**config.mk**
```make
export PLATFORM = sky130hd
export DESIGN_NAME = i2s_mic_transmitter
export DESIGN_NICKNAME = d
export VERILOG_FILES = /design/src/rtl/i2s_pkg.sv /design/src/rtl/i2s_sync_edge.sv /design/src/rtl/i2s_mic_transmitter.sv
export SDC_FILE = /design/constraint.sdc
export NUM_CORES = 1
export LEC_CHECK = 0
export ABC_CLOCK_PERIOD_IN_PS = 8550
export BUFFER_PORTS_ARGS = -buffer_cell sky130_fd_sc_hd__buf_4
export CORE_MARGIN = 5
export CORE_UTILIZATION = 50
export DETAILED_ROUTE_END_ITERATION = 7
export PLACE_DENSITY = 0.68
export SYNTH_ARGS = -nofsm -noshare
export SYNTH_HDL_FRONTEND = slang
export SYNTH_SLANG_ARGS = --single-unit
```
**constraint.sdc**
```tcl
create_clock -name clk -period 8.55 [get_ports clk]
set_input_delay 1.71 -clock clk [delete_from_list [all_inputs] [get_ports clk]]
set_output_delay 1.71 -clock clk [all_outputs]
set_load 0.02 [all_outputs]
```
**src/rtl/i2s_pkg.sv**
```systemverilog
// Shared types and default geometry for the I2S microphone transmitter.
package i2s_pkg;

   localparam int unsigned default_w_sample  = 24;
   localparam int unsigned default_slot_bits = 32;

   typedef enum logic [1:0] {
      IDLE  = 2'd0,
      ARM   = 2'd1,
      SHIFT = 2'd2,
      PAD   = 2'd3
   } state_t;

endpackage

```
**src/rtl/i2s_sync_edge.sv**
```systemverilog
// Two-flop synchronizer for an asynchronous input plus a falling-edge detector.
module i2s_sync_edge (
   input  logic clk,
   input  logic rst,
   input  logic din,
   output logic level,
   output logic fall_c
);

   logic meta;
   logic sync;
   logic prev;

   // Synchronize din and keep one flop of history for edge detection
   always_ff @(posedge clk or posedge rst) begin
      if (rst) begin
         meta <= 1'b0;
         sync <= 1'b0;
         prev <= 1'b0;
      end else begin
         meta <= din;
         sync <= meta;
         prev <= sync;
      end
   end

   assign level  = sync;
   assign fall_c = prev & ~sync;

endmodule

```
**src/rtl/i2s_mic_transmitter.sv**
```systemverilog
// I2S slave transmitter: serializes one sample per frame into the selected WS slot.
module i2s_mic_transmitter
   import i2s_pkg::*;
#(
   parameter int unsigned w_sample  = default_w_sample,
   parameter int unsigned slot_bits = default_slot_bits
) (
   input  logic                clk,
   input  logic                rst,
   input  logic                lr,
   input  logic                sck,
   input  logic                ws,
   output logic                sd,
   output logic                sd_oe,
   input  logic [w_sample-1:0] sample_data,
   input  logic                sample_valid,
   output logic                sample_ready,
   output logic                underrun,
   output logic                bit_error
);

   localparam int unsigned cnt_w = $clog2(slot_bits + 2);
   localparam int unsigned idx_w = (w_sample > 1) ? $clog2(w_sample) : 1;
   localparam logic [cnt_w-1:0] cnt_full = cnt_w'(slot_bits);
   localparam logic [cnt_w-1:0] cnt_sat  = cnt_w'(slot_bits + 1);
   localparam logic [idx_w-1:0] idx_msb  = idx_w'(w_sample - 1);

   state_t state;
   state_t state_next;

   logic sck_level_unused;
   logic fall_tick;
   logic ws_level;
   logic ws_fall_unused;

   logic                ws_prev;
   logic                ws_seen;
   logic                frame_seen;
   logic [cnt_w-1:0]    tick_cnt;
   logic [idx_w-1:0]    bit_idx;
   logic [w_sample-1:0] shreg;
   logic [w_sample-1:0] hold;
   logic                hold_full;
   logic [w_sample-1:0] last_sample;

   logic boundary_c;
   logic active_c;
   logic load_arm_c;
   logic capture_c;
   logic count_err_c;
   logic drive_c;
   logic abort_c;
   logic sd_next;
   logic oe_next;

   i2s_sync_edge u_sck_sync (
      .clk    (clk),
      .rst    (rst),
      .din    (sck),
      .level  (sck_level_unused),
      .fall_c (fall_tick)
   );

   i2s_sync_edge u_ws_sync (
      .clk    (clk),
      .rst    (rst),
      .din    (ws),
      .level  (ws_level),
      .fall_c (ws_fall_unused)
   );

   // Slot boundary detection; the first tick after reset only records ws
   always_comb begin
      boundary_c  = fall_tick & ws_seen & (ws_level ^ ws_prev);
      active_c    = (ws_level == lr);
      load_arm_c  = boundary_c & active_c;
      capture_c   = sample_valid & sample_ready;
      count_err_c = boundary_c & frame_seen & (tick_cnt != cnt_full);
   end

   // FSM state register
   always_ff @(posedge clk or posedge rst) begin
      if (rst) begin
         state <= IDLE;
      end else begin
         state <= state_next;
      end
   end

   // FSM next-state logic; every boundary into the active slot re-arms
   always_comb begin
      state_next = state;
      if (fall_tick) begin
         case (state)
            IDLE: begin
               if (load_arm_c) state_next = ARM;
            end
            ARM: begin
               if (boundary_c) state_next = active_c ? ARM : PAD;
               else            state_next = SHIFT;
            end
            SHIFT: begin
               if (boundary_c)           state_next = active_c ? ARM : PAD;
               else if (bit_idx == '0)   state_next = PAD;
            end
            PAD: begin
               if (load_arm_c) state_next = ARM;
            end
            default: state_next = IDLE;
         endcase
      end
   end

   // FSM output logic: next serial bit, enable and abort flag
   always_comb begin
      sd_next = sd;
      oe_next = sd_oe;
      drive_c = 1'b0;
      abort_c = 1'b0;
      if (fall_tick) begin
         sd_next = 1'b0;
         oe_next = 1'b0;
         case (state)
            ARM: begin
               if (!boundary_c) begin
                  sd_next = shreg[w_sample-1];
                  oe_next = 1'b1;
                  drive_c = 1'b1;
               end
            end
            SHIFT: begin
               if (boundary_c) begin
                  abort_c = 1'b1;
               end else if (bit_idx != '0) begin
                  sd_next = shreg[w_sample-1];
                  oe_next = 1'b1;
                  drive_c = 1'b1;
               end
            end
            default: begin
               sd_next = 1'b0;
               oe_next = 1'b0;
            end
         endcase
      end
   end

   // Registered serial outputs and status pulses
   always_ff @(posedge clk or posedge rst) begin
      if (rst) begin
         sd        <= 1'b0;
         sd_oe     <= 1'b0;
         bit_error <= 1'b0;
      end else begin
         sd        <= sd_next;
         sd_oe     <= oe_next;
         bit_error <= abort_c | count_err_c;
      end
   end

   // WS history and SCK-per-half-frame counter
   always_ff @(posedge clk or posedge rst) begin
      if (rst) begin
         ws_prev    <= 1'b0;
         ws_seen    <= 1'b0;
         frame_seen <= 1'b0;
         tick_cnt   <= '0;
      end else if (fall_tick) begin
         ws_prev <= ws_level;
         ws_seen <= 1'b1;
         if (boundary_c) begin
            frame_seen <= 1'b1;
            tick_cnt   <= cnt_w'(1);
         end else if (tick_cnt != cnt_sat) begin
            tick_cnt <= tick_cnt + cnt_w'(1);
         end
      end
   end

   // Shift register load at ARM entry, then MSB-first shifting
   always_ff @(posedge clk or posedge rst) begin
      if (rst) begin
         shreg       <= '0;
         last_sample <= '0;
         bit_idx     <= '0;
         underrun    <= 1'b0;
      end else begin
         underrun <= 1'b0;
         if (load_arm_c) begin
            if (hold_full) begin
               shreg       <= hold;
               last_sample <= hold;
            end else begin
               shreg    <= last_sample;
               underrun <= 1'b1;
            end
         end else if (drive_c) begin
            shreg   <= shreg << 1;
            bit_idx <= (state == ARM) ? idx_msb : bit_idx - idx_w'(1);
         end
      end
   end

   // Single-entry holding register with valid/ready handshake
   always_ff @(posedge clk or posedge rst) begin
      if (rst) begin
         hold         <= '0;
         hold_full    <= 1'b0;
         sample_ready <= 1'b1;
      end else if (capture_c) begin
         hold         <= sample_data;
         hold_full    <= 1'b1;
         sample_ready <= 1'b0;
      end else if (load_arm_c && hold_full) begin
         hold_full    <= 1'b0;
         sample_ready <= 1'b1;
      end
   end

endmodule

```
* Yosys cells after proc, flatten, opt, wreduce, memory -nomap -nowiden
Index checks and enable logic that the tools add are counted.
** Word-level totals
- Register bits :: 99
** Operators by class
- Equality and inequality tests :: 8
- Muxes and demuxes :: 30
- Reductions and logical operators :: 12
- Add/sub/neg operators :: 2
- Bitwise gates (word level) :: 11
** Operator list (number)
- 2-to-1 mux 24 bit :: 3
- 2-to-1 mux 1 bit :: 16
- 2-to-1 mux 6 bit :: 2
- != test 6 bit (second input constant) :: 2
- 2-to-1 mux 2 bit :: 5
- bitwise AND 1 bit :: 7
- adder 6 x 1 -> 6 bit (second input constant) :: 1
- case mux 2 bit (3 select lines) :: 1
- AND reduction 2 bit :: 3
- nonzero test 2 bit :: 3
- zero test 5 bit :: 1
- 2-to-1 mux 5 bit :: 1
- nonzero test 5 bit :: 1
- subtractor 5 x 1 -> 5 bit (second input constant) :: 1
- equality test 2 bit (second input constant) :: 2
- case mux 1 bit (2 select lines) :: 2
- != test 3 bit (second input constant) :: 1
- AND reduction 3 bit :: 1
- equality test 2 x 1 -> 1 bit (second input constant) :: 1
- zero test 2 bit :: 1
- != test 2 x 1 -> 1 bit (second input constant) :: 1
- inverter 1 bit :: 2
- OR reduction 2 bit :: 1
- equality test 1 bit :: 1
- 3 further kinds :: 3

* Longest topological paths before layout
Gate-level depths: netlist of the first run.
- Word-level depth :: 9
- Gate-level depth with buffers :: 7

* Modules after synthesis
From an unflattened synthesis of the first run, not the netlist that was laid out.
** Second synthesis, totals
- Cell total of the unflattened synthesis :: 364
- Area total of the unflattened synthesis :: 4545.6 um^2
** Modules (own cells, without submodules)
- i2s_mic_transmitter :: instances 1, cells each 354, area each 4360.4 um^2
- i2s_sync_edge :: instances 2, cells each 5, area each 92.6 um^2

* Worst setup path before layout of the first run
Ideal clock, no wire load.
- Path type :: input port to flip-flop
- Start :: input lr
- End :: register last_sample[0]
- Data arrival time :: 2.715 ns
- Stages :: 5
- Path buffers :: 1
- Slack :: 5.710 ns
- Library setup time :: 0.125 ns
- Data required time :: 8.425 ns
- Cells stage by stage :: and3b_1 o211a_4 nand2_4 buf_6 mux2_4
** On the way
- Longest elaborated chain between the ends :: 2
** Ends and longest elaborated chain
- start: declaration :: line i2s_mic_transmitter.sv:10 : input logic lr,
- equality test 1 bit :: line i2s_mic_transmitter.sv:75 : active_c = (ws_level == lr);
- bitwise AND 1 bit :: line i2s_mic_transmitter.sv:76 : load_arm_c = boundary_c & active_c;
- end signal: assignment :: line i2s_mic_transmitter.sv:192 : last_sample <= hold;
- end: declaration :: line i2s_mic_transmitter.sv:44 : logic [w_sample-1:0] last_sample;
No other way between the ends.
A chain may end at the register's enable or synchronous reset.

* Worst setup path in the final report of the first run
- Start :: input lr
- End :: register last_sample[1]
The elaborated chain is that of the path after synthesis.

==> results of run 1 <==
report_power, final:
part | total, mW | switching (mW) | leakage, nW | internal [mW]
clock | 0.339 | 0.159 | 0.113 | 0.181
combinational | 0.312 | 0.186 | 0.998 | 0.126
sequential | 0.617 | 0.0632 | 1.27 | 0.554
registers in the layout, summed over array words and instances, names as in the netlist, 2 cells and up:
| signal | cells |
|---|---|
| hold | 24 |
| state | 2 |
| tick_cnt | 6 |
| shreg | 24 |
| bit_idx | 5 |
| last_sample | 24 |
cell type report:
class                   instances  area, um^2
well taps                     129         161
multi-input cells             232        2050
inverters                      10        40.0
clock buffers                  12         155
fillers                       780        4020
clock inverters                 4        72.6
flip-flops and latches         99        2480
repair buffers                 36         270
cells in the final DEF, fill, tap and decap left out, types with 2 or more instances in the layout:
cell type / count
mux2_2: 28
xnor2_1: 2
o21ai_0: 8
dfrtp_1: 98
ha_1: 7
nor2_1: 7
and2_1: 2
nand3_1: 2
bufinv_16: 2
a2bb2oi_1: 2
o41ai_1: 3
buf_4: 36
a22oi_2: 18
clkbuf_8: 11
a31oi_1: 26
mux2_4: 20
o21ai_1: 20
nand2_1: 15
mux2i_1: 25
nand2b_1: 3
inv_1: 9
a21oi_1: 8
a22oi_1: 5
nor3_1: 3
a211oi_1: 3
synth_stat cells, types with 5 or more instances:
cell / instances
nand2_1: 15
ha_1: 7
a22oi_1: 5
mux2_4: 20
o21ai_0: 8
o21ai_1: 20
mux2_2: 28
clkbuf_1: 5
dfrtp_1: 98
a21oi_1: 8
a31oi_1: 26
mux2i_1: 25
a22oi_2: 18
inv_1: 10
buf_2: 5
buf_6: 9
nor2_1: 7
through the flow:
| stage | util | cells | hold slack (ns) |
|---|---|---|---|
| after floorplan | - | 363 | 0.331 |
| after global placement | 0.541 | 506 | 0.333 |
| final | 0.565 | 522 | 0.355 |
| after CTS | 0.565 | 522 | 0.351 |
| after detailed placement | 0.541 | 506 | 0.337 |
| after global routing | 0.565 | 522 | 0.367 |
per-layer routing:
metal  part of all wire  GRT usage  up-vias
li1                   -          -     1390
met5                  0          0        -
met3              0.027     0.0253       10
met4              0.018     0.0658        0
met2               0.46      0.245       39
met1               0.49      0.230     1471
kinds of logic after synthesis:
group / Yosys count / share of synthesized area
AOI/OAI and AO/OA: 106 / 0.172
buffers and inverters: 32 / 0.0426
xor gates and xnor gates: 3 / 0.00715
muxes: 73 / 0.183
adders and majority gates: 7 / 0.0185
and+or+nand+nor: 43 / 0.0527
DFF: 99 / 0.524
critical path, stage by stage:
cell     delay (ns)
buf_4          0.11
nor3b_2        0.24
o211a_4        0.59
nand2_4        0.40
mux2_4         0.43
worst max-delay path by stage:
stage | from | slack, ns | to | cells after the start
after global routing | lr | 5.19 | last_sample[1] | 5
final | lr | 5.29 | last_sample[1] | 5
after floorplan | rst | 4.25 | bit_error | 1
after detailed placement | lr | 4.88 | last_sample[9] | 5
after global placement | lr | 4.94 | last_sample[5] | 5
after CTS | lr | 5.28 | last_sample[1] | 5
==> results.txt, run 1 <==
Status: completed
Fmax: 307 MHz
Final wirelength: 8.48 mm
Peak VDD IR: 0.0863 mV
Vias after detailed routing: 2910
Seq/Total Area, Yosys: 0.524
Max cap viols: 0
Min cycle time layout: 3.26 ns
Total GRT Usage: 0.161
H-tree levels: 3
Top FF cell, synth: dfrtp_1
Total gr overflow: 0
Post-synth EDFFs: 0
Die area: 11500 um^2
Setup bufs post-CTS: 0
Synthesis-to-finish area growth: 10.5%
R2R cell count: 6
Reg-to-reg endpoint: bit_idx[3]
CTS Hold Bufs: 0
Pleak: 2.39 nW
Die Ht: 107 um
Worst-path clk slew: 0.09 ns
First-pass GRT wire length: 14.9 mm
Ant diodes: 0
Yosys reg bits: 99
DRT Pass-1 Iters: 4
Share of the synthesized area in the top cell type: 0.519
Kind of critical path: input pin to flop
Clk buf depth: 2
Worst Hold Depth: 0
CP startpoint kind: input pin
Largest net degree at the start of global routing: 83
Root buffer cell: clkbuf_8
Design Area, Final: 5230 um^2
Syn Area/Cell: 13.0 um^2
Cell taking the most area after synthesis: dfrtp_1
Vias per cell: 5.57
Clk_lat worst skew: 0.37 ns
Post-synthesis instance total: 363
Layout cells sized above 1: 0.336
Yosys warns: 0
Netlist Area Pre-Place: 4730 um^2
Worst Hold End: u_sck_sync.level
Total chip power: 1.27 mW
R2R Path Start: state[0]
Port bufs: 34
I/O pin cnt: 35
Wire per inst: 16.3 um
Crit path max fanout: 48
Core area: 9240 um^2
Initial core utilization: 0.512
Rel. slew slack: 0.247
DP Wirelength: 5.25 mm
CP endpoint kind: flop
Clock buffer count from CTS: 9
TNS Setup: 0 ns
Final WS setup: 5.29 ns
Die width: 107 um
Slew Limit Fails: 0
Worst Max-Slew Pin Slew: 1.13 ns
Ys async rst share: 1.00
Final Skew: 0.0106 ns
Post_cts resized: 0
Period utilisation layout: 0.381
Reg2Reg Setup Slack: 6.12 ns
Vias in the first global route: 3026
DRT antenna net count: 0
DRC violations left: 0
Hold Startpoint: u_sck_sync.meta
GP Congestion: 0.744
Req. time, crit path: 8.80 ns
PD cells: 243 nW/um^2
Synth area leaders: dfrtp_1 (52%), mux2_2 (6.7%), mux2_4 (6.4%)
Initial drt markers: 121
CTS Sinks: 99
Antenna violations before repair: 0
Worst min path class: flop to flop
Arr. time, crit path: 3.50 ns
RSZ-0062 raised after global routing: no
Placement row count: 35
Final nets: 425
Cell Area, Placed: 5000 um^2
Post-Synthesis Net Count: 400
Yosys cell types: 53
# setup viols final: 0
CTS tree: done
Worst slack, placed: 4.88 ns
Final hold violations: 0
(Power assumes the default switching activity.)
==> run 2: changes to the inputs <==
ABC_CLOCK_PERIOD_IN_PS = 3000   (was 8550)
clock period = 3 ns   (was 8.55 ns; I/O delays follow)
==> run 2 against run 1 <==
Non-clock buffer count rose by 6. Utilization is 0.57 points higher. Clock power rose to 2.8 times the previous value. Critical endpoint is now bit_idx[3].
==> results.txt, run 2 (synthesized netlist as in run 1, its figures left out) <==
Slew Limit Fails: 0
CTS Sinks: 99
Post_cts resized: 0
PD cells: 686 nW/um^2
Worst min path class: input pin to asynchronous set/reset pin
Final hold violations: 0
Die area: 11500 um^2
Clock buffer count from CTS: 9
Final wirelength: 8.55 mm
# setup viols final: 0
Final Skew: 0.00910 ns
TNS Setup: 0 ns
Core area: 9240 um^2
Clk buf depth: 2
Max cap viols: 0
Largest net degree at the start of global routing: 48
Synthesis-to-finish area growth: 11.6%
First-pass GRT wire length: 14.7 mm
Crit path max fanout: 27
H-tree levels: 3
Final design utilization: 0.571
GP Congestion: 0.794
Critical path's largest stage delay: 0.43 ns
Leading cell types in the layout, fill and taps excluded: dfrtp_1 (98), buf_4 (41), mux2_2 (28), a31oi_1 (26), mux2i_1 (25)
I/O pin cnt: 35
Vias per cell: 5.58
CTS tree: done
Placement row count: 35
Fmax: 455 MHz
Setup bufs post-CTS: 0
Antenna violations before repair: 0
Slowest-stage cell, CP: or3b_4
Worst Max-Slew Pin Slew: 0.712 ns
Wire per inst: 16.2 um
DRC violations left: 0
Clk_lat worst skew: 0.36 ns
Cell Area, Placed: 5060 um^2
Req. time, crit path: 3.24 ns
Total GRT Usage: 0.158
Period utilisation layout: 0.733
Total gr overflow: 0
Worst-path clk slew: 0.10 ns
DP Wirelength: 5.54 mm
Crit path buf inv count: 2
Vias in the first global route: 3042
Die Ht: 107 um
CP startpoint kind: flop
Rel. slew slack: 0.525
Min cycle time layout: 2.20 ns
CP cell instances: inv_1, ha_1, or3b_4, a21oi_4, buf_4, a21boi_1, a311o_1
Arr. time, crit path: 2.44 ns
CP endpoint kind: flop
Hold Worst Slack: 0.319 ns
Kind of critical path: flop to flop
Status: completed
Die width: 107 um
RSZ-0062 raised after global routing: no
Ant diodes: 0
CTS Hold Bufs: 0
Regs by FF count: hold (24), last_sample (24), shreg (24)
Port bufs: 34
Initial drt markers: 83
DRT antenna net count: 0
Design Area, Final: 5280 um^2
Vias after detailed routing: 2948
Layout cells sized above 1: 0.348
Peak VDD IR: 0.415 mV
Initial core utilization: 0.512
Commonest non-fill, non-tap cell in the layout: dfrtp_1
Top Family by Delay on Critical Path: compound AO/OA/AOI/OAI gates
Final nets: 431
Root buffer cell: clkbuf_8
DRT Pass-1 Iters: 4
Pleak: 2.41 nW
[run 2: cell types whose count changed in the layout (fill, tap and decap cells not counted), sizes merged]
cell      previous run  this run
buf                 36        42
inv                 10        11
clkinvlp             1         3
clkbuf              12         9
[run 2: where the power goes]
part,total [mW],internal [mW],switching (mW)
Sequential,1.76,1.58,0.177
Clock,0.950,0.474,0.476
Combinational,0.917,0.381,0.537
Total,3.62,2.43,1.19
[run 2: final cells by class]
class,count,area [um^2]
fillers,766,3960
repair buffers,42,328
inverters,10,41.3
clock inverters,7,97.6
flip-flops and latches,99,2480
clock buffers,9,124
multi-input cells,232,2050
well taps,129,161
[run 2: path summary, 6_finish.rpt]
check / cells after the start / from / slack, ns / end
worst max-delay path: 7 / state[0] / 0.80 / bit_idx[3]
worst min-delay path: 2 / rst / 0.32 / underrun
worst max register to register: 7 / state[0] / 0.80 / bit_idx[3]
worst min register to register: 0 / u_ws_sync.meta / 0.36 / u_ws_sync.level
max in group asynchronous: 3 / rst / 2.03 / sample_ready
min in group clk: 1 / ws / 0.34 / u_ws_sync.meta
[run 2: routing by layer]
| layer | part of all wire | track usage | wire length (um) | up-vias |
|---|---|---|---|---|
| met5 | 0 | 0 | 0 | - |
| met4 | 0.0088 | 0.0374 | 75 | 0 |
| met3 | 0.030 | 0.0433 | 259 | 6 |
| met2 | 0.49 | 0.252 | 4230 | 45 |
| met1 | 0.47 | 0.216 | 3990 | 1488 |
| li1 | - | - | - | 1409 |
[run 2: per-stage QoR]
stage	instances	power, mW	worst slack [ns]
after floorplan	363	2.47	1.13
after global placement	512	2.65	0.915
after detailed placement	512	2.70	0.826
after CTS	528	3.66	0.805
after global routing	528	3.84	0.711
final	528	3.62	0.802
